[config.mk]
export PLATFORM = sky130hd
export DESIGN_NAME = cordic_z_angle_ctrl
export DESIGN_NICKNAME = d
export VERILOG_FILES = /design/src/rtl/cordic_z_angle_ctrl.sv
export SDC_FILE = /design/constraint.sdc
export NUM_CORES = 1
export LEC_CHECK = 0
export CORE_ASPECT_RATIO = 2
export CORE_UTILIZATION = 50
export DETAILED_ROUTE_END_ITERATION = 12
export PLACE_DENSITY_LB_ADDON = 0.1
export REMOVE_ABC_BUFFERS = 1
export SLEW_MARGIN = 20
export SYNTH_ARGS = -nofsm -noshare
export SYNTH_HDL_FRONTEND = slang
export SYNTH_SLANG_ARGS = --single-unit
[constraint.sdc]
create_clock -name clk -period 3.9 [get_ports clk]
set_clock_uncertainty 0.1 [all_clocks]
set_input_delay 0.39 -clock clk [delete_from_list [all_inputs] [get_ports clk]]
set_output_delay 0.39 -clock clk [all_outputs]
set_load 0.05 [all_outputs]
[src/rtl/cordic_z_angle_ctrl.sv]
// Z-path controller for a circular CORDIC rotator: folds the target angle into
// +/-90 degrees, then steers the residual to zero against an arctan ROM.
`timescale 1ns/1ps
module cordic_z_angle_ctrl #(
  parameter int ITER = 16
) (
  input  logic               clk,
  input  logic               rst_n,
  input  logic               start,
  input  logic signed [15:0] z_in,
  output logic               ld,
  output logic [3:0]         i,
  output logic               delta,
  output logic               flip,
  output logic               busy,
  output logic               done,
  output logic signed [15:0] z_res,
  output logic [1:0]         dbg_state
);

  // Handshake: start is a level request honoured only in IDLE (never queued);
  // ld and done are single-cycle strobes; i/delta are valid for the whole
  // ITER cycle and are consumed on the rising edge that ends it.

  typedef enum logic [1:0] {
    S_IDLE = 2'd0,
    S_LOAD = 2'd1,
    S_ITER = 2'd2,
    S_DONE = 2'd3
  } state_e;

  localparam logic [3:0]         LAST_I  = 4'(ITER - 1);
  localparam logic signed [15:0] QUARTER = 16'sd16384;

  state_e             state_q, state_d;
  logic [3:0]         i_q, i_d;
  logic signed [15:0] z_q, z_d;
  logic signed [15:0] z_res_q, z_res_d;
  logic               flip_q, flip_d;
  logic               need_flip;
  logic signed [15:0] atan;
  logic signed [15:0] z_step;

  function automatic logic signed [15:0] atan_rom(input logic [3:0] idx);
    case (idx)
      4'd0:    atan_rom = 16'sd8192;
      4'd1:    atan_rom = 16'sd4836;
      4'd2:    atan_rom = 16'sd2555;
      4'd3:    atan_rom = 16'sd1297;
      4'd4:    atan_rom = 16'sd651;
      4'd5:    atan_rom = 16'sd326;
      4'd6:    atan_rom = 16'sd163;
      4'd7:    atan_rom = 16'sd81;
      4'd8:    atan_rom = 16'sd41;
      4'd9:    atan_rom = 16'sd20;
      4'd10:   atan_rom = 16'sd10;
      4'd11:   atan_rom = 16'sd5;
      4'd12:   atan_rom = 16'sd3;
      4'd13:   atan_rom = 16'sd1;
      4'd14:   atan_rom = 16'sd1;
      default: atan_rom = 16'sd0;
    endcase
  endfunction

  // Exactly +/-16384 already converges, so only strictly larger magnitudes flip.
  assign need_flip = (z_in > QUARTER) || (z_in < -QUARTER);
  assign atan      = atan_rom(i_q);
  assign z_step    = z_q[15] ? (z_q + atan) : (z_q - atan);

  always_ff @(posedge clk or negedge rst_n) begin
    if (!rst_n) begin
      state_q <= S_IDLE;
      i_q     <= 4'd0;
      z_q     <= 16'sd0;
      z_res_q <= 16'sd0;
      flip_q  <= 1'b0;
    end else begin
      state_q <= state_d;
      i_q     <= i_d;
      z_q     <= z_d;
      z_res_q <= z_res_d;
      flip_q  <= flip_d;
    end
  end

  always_comb begin
    state_d = state_q;
    i_d     = i_q;
    z_d     = z_q;
    z_res_d = z_res_q;
    flip_d  = flip_q;
    case (state_q)
      S_IDLE: begin
        if (start) begin
          z_d     = need_flip ? {~z_in[15], z_in[14:0]} : z_in;
          flip_d  = need_flip;
          i_d     = 4'd0;
          state_d = S_LOAD;
        end
      end
      S_LOAD: begin
        state_d = S_ITER;
      end
      S_ITER: begin
        z_d = z_step;
        i_d = i_q + 4'd1;
        if (i_q == LAST_I) begin
          // Capture the final residual so it is already visible in DONE.
          z_res_d = z_step;
          i_d     = 4'd0;
          state_d = S_DONE;
        end
      end
      S_DONE: begin
        state_d = S_IDLE;
      end
      default: begin
        state_d = S_IDLE;
      end
    endcase
  end

  assign ld        = (state_q == S_LOAD);
  assign busy      = (state_q == S_LOAD) || (state_q == S_ITER);
  assign done      = (state_q == S_DONE);
  assign delta     = (state_q == S_ITER) && z_q[15];
  assign i         = i_q;
  assign flip      = flip_q;
  assign z_res     = z_res_q;
  assign dbg_state = state_q;

endmodule

==> results of run 1 <==
[kinds of logic (layout without fill, tap and decap cells)]
kind of cell,count (synthesis),count (layout)
AOI/OAI and AO/OA,118,118
adders and majority gates,30,30
DFF,39,39
xor gates and xnor gates,21,21
muxes,11,11
buffers and inverters,32,109
and+or+nand+nor,123,123
[cell type report]
cell class,instances,area (um^2),share of cell area [%]
clock buffer,7,153,3.50
sequential,39,976,22.4
timing repair buffer,87,788,18.1
clock inverter,1,7.51,0.172
multi-input combinational,303,2280,52.2
tap,86,108,2.47
inverter,14,52.6,1.20
[critical path: stages, from the launching register on]
cell and delay [ps]:
dfrtp_1 380, buf_4 190, ha_1 240, o2bb2ai_1 160, or4b_4 590, nor3_4 240
buf_6 130, o22a_1 120, o21ai_1 110, ha_1 380, a21oi_2 180, or3b_1 380
o221ai_2 230, xor2_1 170, o21ai_1 80
[placed cells by master (no fill, tap or decap), types with 3 or more instances in the layout]
| cell | n |
|---|---|
| a211o_1 | 4 |
| a21o_1 | 6 |
| a21oi_1 | 32 |
| a21oi_2 | 5 |
| a31oi_1 | 4 |
| and3_1 | 7 |
| buf_4 | 37 |
| buf_6 | 4 |
| clkbuf_16 | 5 |
| clkdlybuf4s50_1 | 44 |
| dfrtp_1 | 39 |
| ha_1 | 24 |
| ha_4 | 4 |
| inv_1 | 12 |
| mux2i_1 | 7 |
| nand2_1 | 46 |
| nand2b_1 | 3 |
| nand3_1 | 10 |
| nand3b_1 | 4 |
| nand4_1 | 5 |
| nor2_1 | 16 |
| nor2b_1 | 4 |
| nor3_1 | 3 |
| nor4_1 | 3 |
| o21ai_0 | 25 |
| o21ai_1 | 10 |
| o22a_1 | 3 |
| or3_1 | 3 |
| or4_1 | 4 |
| xnor2_1 | 7 |
| xor2_1 | 10 |
[timing repair]
item / 4_1_cts / 5_1_grt
gates resized for setup: 3 / 38
pin swaps: 1 / 21
setup buffers: 1 / 4
setup endpoints to repair: 4 / 13
hold buffers: 0 / 0
[path summary, 6_finish.rpt]
path | to | depth (start not counted) | start | slack [ps]
worst min register to register | z_res[9] | 2 | z_res[9] | 380
worst max register to register | z_res[14] | 14 | i[1] | 80
min in group clk | z_res[9] | 2 | z_res[9] | 380
worst max-delay path | z_res[14] | 14 | i[1] | 80
worst min-delay path | z_res[12] | 1 | rst_n | 140
max in group asynchronous | z_q[6] | 1 | rst_n | 2970
[metrics by stage]
| stage | utilization (%) | setup slack, ps | setup TNS [ps] |
|---|---|---|---|
| CTS | 66.2 | 0.440 | 0 |
| floorplan | - | -497 | -3670 |
| global route | 69.7 | -54.3 | -168 |
| global placement | 63.3 | -16.3 | -16.3 |
| detailed placement | 63.3 | -64.1 | -94.3 |
| finish | 69.7 | 82.9 | 0 |
[sequential cells by signal, summed over array words and instances (netlist names)]
register,flops
dbg_state,2
z_q,16
flip,1
z_res,16
i,4
[layer usage]
layer | GRT usage [%] | up-vias | share of wire (%)
li1 | - | 1516 | -
met1 | 30.4 | 1566 | 35
met2 | 61.3 | 111 | 56
met3 | 3.60 | 48 | 3.5
met4 | 17.0 | 0 | 5.2
met5 | 0 | - | 0
==> results.yml, run 1 <==
sta:
  final.min_clock_period_ps: 3820
  slew_headroom_pct: 38.0
  drv_slew: 0
  period_share_pct: 97.9
  rsz0062_at_grt: "yes"
  max_slew.worst_pin.slew_ps: 929
  timing.fmax_ghz: 0.262
  hold_viol: 0
  holdWs_ps: 141
  finalSetupViolCount: 0
clock_network:
  ctsHtreeMaxLevel: 2
  cts_tree: "built"
  clk_latency_ps: 290
  clock_path_buffers: 2
  clkSinkCount: 39
  cts.clk_slew.worst_paths_ps: 60
  cts-root-buf: "clkbuf_16"
  cts_buffers: 5
yosys:
  async_flop_share_pct: 100
  synth.distinct_cells: 63
  yosys_most_used_dff: "dfrtp_1"
  syn-instance-count: 374
  synth_seq_area_share_pct: 30.4
  syn_area_um2: 3210
  yosys.area_share.simple_pct: 20.0
  ys_ff_latch: 39
  synth_edf_count: 0
  synth_top_area_share_pct: 30.4
  yosysTopAreaCell: "dfrtp_1"
  yosys.area_share.xor_xnor_pct: 5.74
  synthTopCellsByCount: "nand2_1 (47), dfrtp_1 (39), a21oi_1 (37), ha_1 (29), o21ai_0 (27)"
  syn_avg_cell_area_um2: 8.57
  synth.area.mux_share_pct: 4.29
  synth_compound_area_share_pct: 23.3
  synth_area_leaders: "dfrtp_1 (30%), ha_1 (11%), a21oi_1 (5.8%)"
  synthAdderAreaFrac_pct: 11.9
  synth.most_common_cell: "nand2_1"
  ys.warnings.count: 0
  synth_top_family_by_area: "compound AO/OA/AOI/OAI gates"
min_path:
  hp-class: "input pin to asynchronous set/reset pin"
floorplan:
  die_h_um: 115
  ios: 46
  die_x_um: 58.6
  rows: 41
  start_util_pct: 51.2
  dieArea_um2: 6760
  core_area_um2: 6260
run:
  cap_violations: 0
setup_path:
  crit_type: "flop to flop"
  critPathLaunchType: "flop"
  cp.arrival_ps: 3890
  end_kind: "flop"
  cp.required_ps: 3970
  crit_path_max_fanout: 11
cells_and_area:
  final_nets: 499
  stdcell_count: 537
  drive_gt1_share_pct: 20.4
  n_antenna_cell: 0
  final_area_um2: 4360
  area_growth_pct: 36.1
  fillers: 537
routing:
  drc: 0
  vias: 3241
  drt-initial-drc-count: 112
  drt-total-wl_um: 10200
  wire_per_inst_um: 19.0
  dr.pass1.iters: 4
  postRouteAntennaNets: 0
  vias_per_cell: 6.04
global_route:
  antenna_found_initial: 0
  grt_pass1_vias: 3143
  grt_max_degree: 40
  grt_pass1_wl_um: 15600
  overflow: 0
  track_usage_pct: 31.4
status:
  status: "complete, no violations"
placed_design:
  placed_cells: 524
  port_buffers: 45
  globalplace.congestion: 0.911
  place_area_um2: 3960
  dp_hpwl_um: 7500
Power of run 1 is left out: the tool's default activity adds up to more than one toggle a clock period on the data nets, which glitch-free logic cannot reach.
==> inputs of run 2 (changes only) <==
--- a/config.mk
+++ b/config.mk
@@ -6,8 +6,10 @@
 export NUM_CORES = 1
 export LEC_CHECK = 0
 export CORE_ASPECT_RATIO = 2
+export CORE_MARGIN = 2
 export CORE_UTILIZATION = 50
 export DETAILED_ROUTE_END_ITERATION = 12
+export MAX_ROUTING_LAYER = met4
 export PLACE_DENSITY_LB_ADDON = 0.1
 export REMOVE_ABC_BUFFERS = 1
 export SLEW_MARGIN = 20
==> results.yml, run 2 (synthesis results as in run 1) <==
status:
  status: "complete, no violations"
clock_network:
  ctsHtreeMaxLevel: 2
  clk_latency_ps: 290
  clock_path_buffers: 2
  cts_tree: "built"
  cts-root-buf: "clkbuf_16"
  cts_buffers: 5
  clkSinkCount: 39
  cts.clk_slew.worst_paths_ps: 60
  cts_hold_buf: 0
routing:
  vias: 3234
  vias_per_cell: 5.89
  drt-initial-drc-count: 195
  postRouteAntennaNets: 0
  drc: 0
  wire_per_inst_um: 18.6
  drt-total-wl_um: 10200
  dr.pass1.iters: 4
global_route:
  grt_max_degree: 40
  grt_pass1_wl_um: 15200
  track_usage_pct: 30.0
  overflow: 0
  antenna_found_initial: 0
  grt_pass1_vias: 3200
setup_path:
  cp.required_ps: 4030
  cp.arrival_ps: 4020
  critPathLaunchType: "flop"
  crit_chain: "inv_2 > ha_4 > mux2i_4 > o2bb2ai_2 > or4b_4 > nor2_4 > nor2_4 > buf_6 > xnor2_2 > ha_1 > nand4_1 > and3b_2 > buf_12 > o221ai_4 > or4_1 > nand3_1"
  crit_path_max_fanout: 5
  crit_type: "flop to flop"
  max_stage_delay_ps: 600
  rrSetupSlack_ps: 10
  cp_slowest_cell: "or4b_4"
  cpMostUsedCell: "nor2_4"
  end_kind: "flop"
floorplan:
  die_x_um: 60.6
  core_area_um2: 6260
  die_h_um: 117
  ios: 46
  start_util_pct: 51.2
  dieArea_um2: 7110
  rows: 41
run:
  cap_violations: 0
cells_and_area:
  n_antenna_cell: 0
  layout_commonest_cell: "buf_4"
  final_cell_mix: "buf_4 (50), nand2_1 (46), clkdlybuf4s50_1 (44), dfrtp_1 (38), a21oi_1 (32)"
  drive_gt1_share_pct: 23.3
  area_growth_pct: 38.7
  finish.utilization_pct: 71.1
  fillers: 510
  final_nets: 511
sta:
  drv_slew: 0
  slew_headroom_pct: 37.3
  finalSetupTns_ps: 0
  finalSetupViolCount: 0
  final.min_clock_period_ps: 3890
  period_share_pct: 99.7
  hold_viol: 0
  max_slew.worst_pin.slew_ps: 940
  timing.fmax_ghz: 0.257
min_path:
  hp-class: "input pin to asynchronous set/reset pin"
placed_design:
  port_buffers: 45
  globalplace.congestion: 0.962
  dp_hpwl_um: 7510
## run 2: worst paths after layout
path                          start        to  depth (start not counted)
setup / recovery               i[1]   z_q[14]                         16
setup reg to reg               i[1]   z_q[14]                         16
hold / removal                rst_n   z_q[13]                          1
hold reg to reg            z_res[6]  z_res[6]                          2
min in group clk           z_res[6]  z_res[6]                          2
max in group asynchronous     rst_n      i[3]                          1
## run 2: through the flow
| stage | hold WS (ps) | area (um^2) | std cells | worst slack (ps) |
|---|---|---|---|---|
| after floorplan | -5.59 | 3120 | 356 | -497 |
| after global placement | 358 | 3990 | 529 | -28.9 |
| after detailed placement | 367 | 3990 | 529 | -94.1 |
| after CTS | 161 | 4190 | 539 | 45.3 |
| after global routing | 222 | 4450 | 549 | -135 |
| final | 136 | 4450 | 549 | 12.2 |
## run 2: per-layer routing
metal / track usage [%] / share of wire (%)
met2: 54.5 / 55
met3: 3.96 / 3.1
met1: 28.1 / 36
met4: 19.1 / 5.7
met5: - / 0
## run 2: what timing repair did
action,4_1_cts,5_1_grt
buffers inserted,2,10
resized for setup,6,40
setup endpoints to repair,4,13
pin swaps,3,24
endpoints found under the hold margin,0,0
## run 2: area by class of cell
| cell class | instances | area [um^2] | area share, % |
|---|---|---|---|
| multi-input cells | 303 | 2290 | 51.6 |
| flip-flops and latches | 39 | 977 | 22.0 |
| repair buffers | 99 | 875 | 19.7 |
| clock buffers | 6 | 129 | 2.90 |
| well taps | 86 | 108 | 2.42 |
| inverters | 14 | 52.6 | 1.18 |
| clock inverters | 2 | 12.5 | 0.281 |
## run 2: critical path: cells and delay by family (launching register included)
family | cells | cell delay, ps
adders and majority gates | 2 | 580
DFF | 1 | 390
muxes | 1 | 160
and+or+nand+nor | 7 | 1910
AOI/OAI and AO/OA | 2 | 170
xor gates and xnor gates | 1 | 140
buffers and inverters | 3 | 370
Power of run 2 is left out for the same reason.
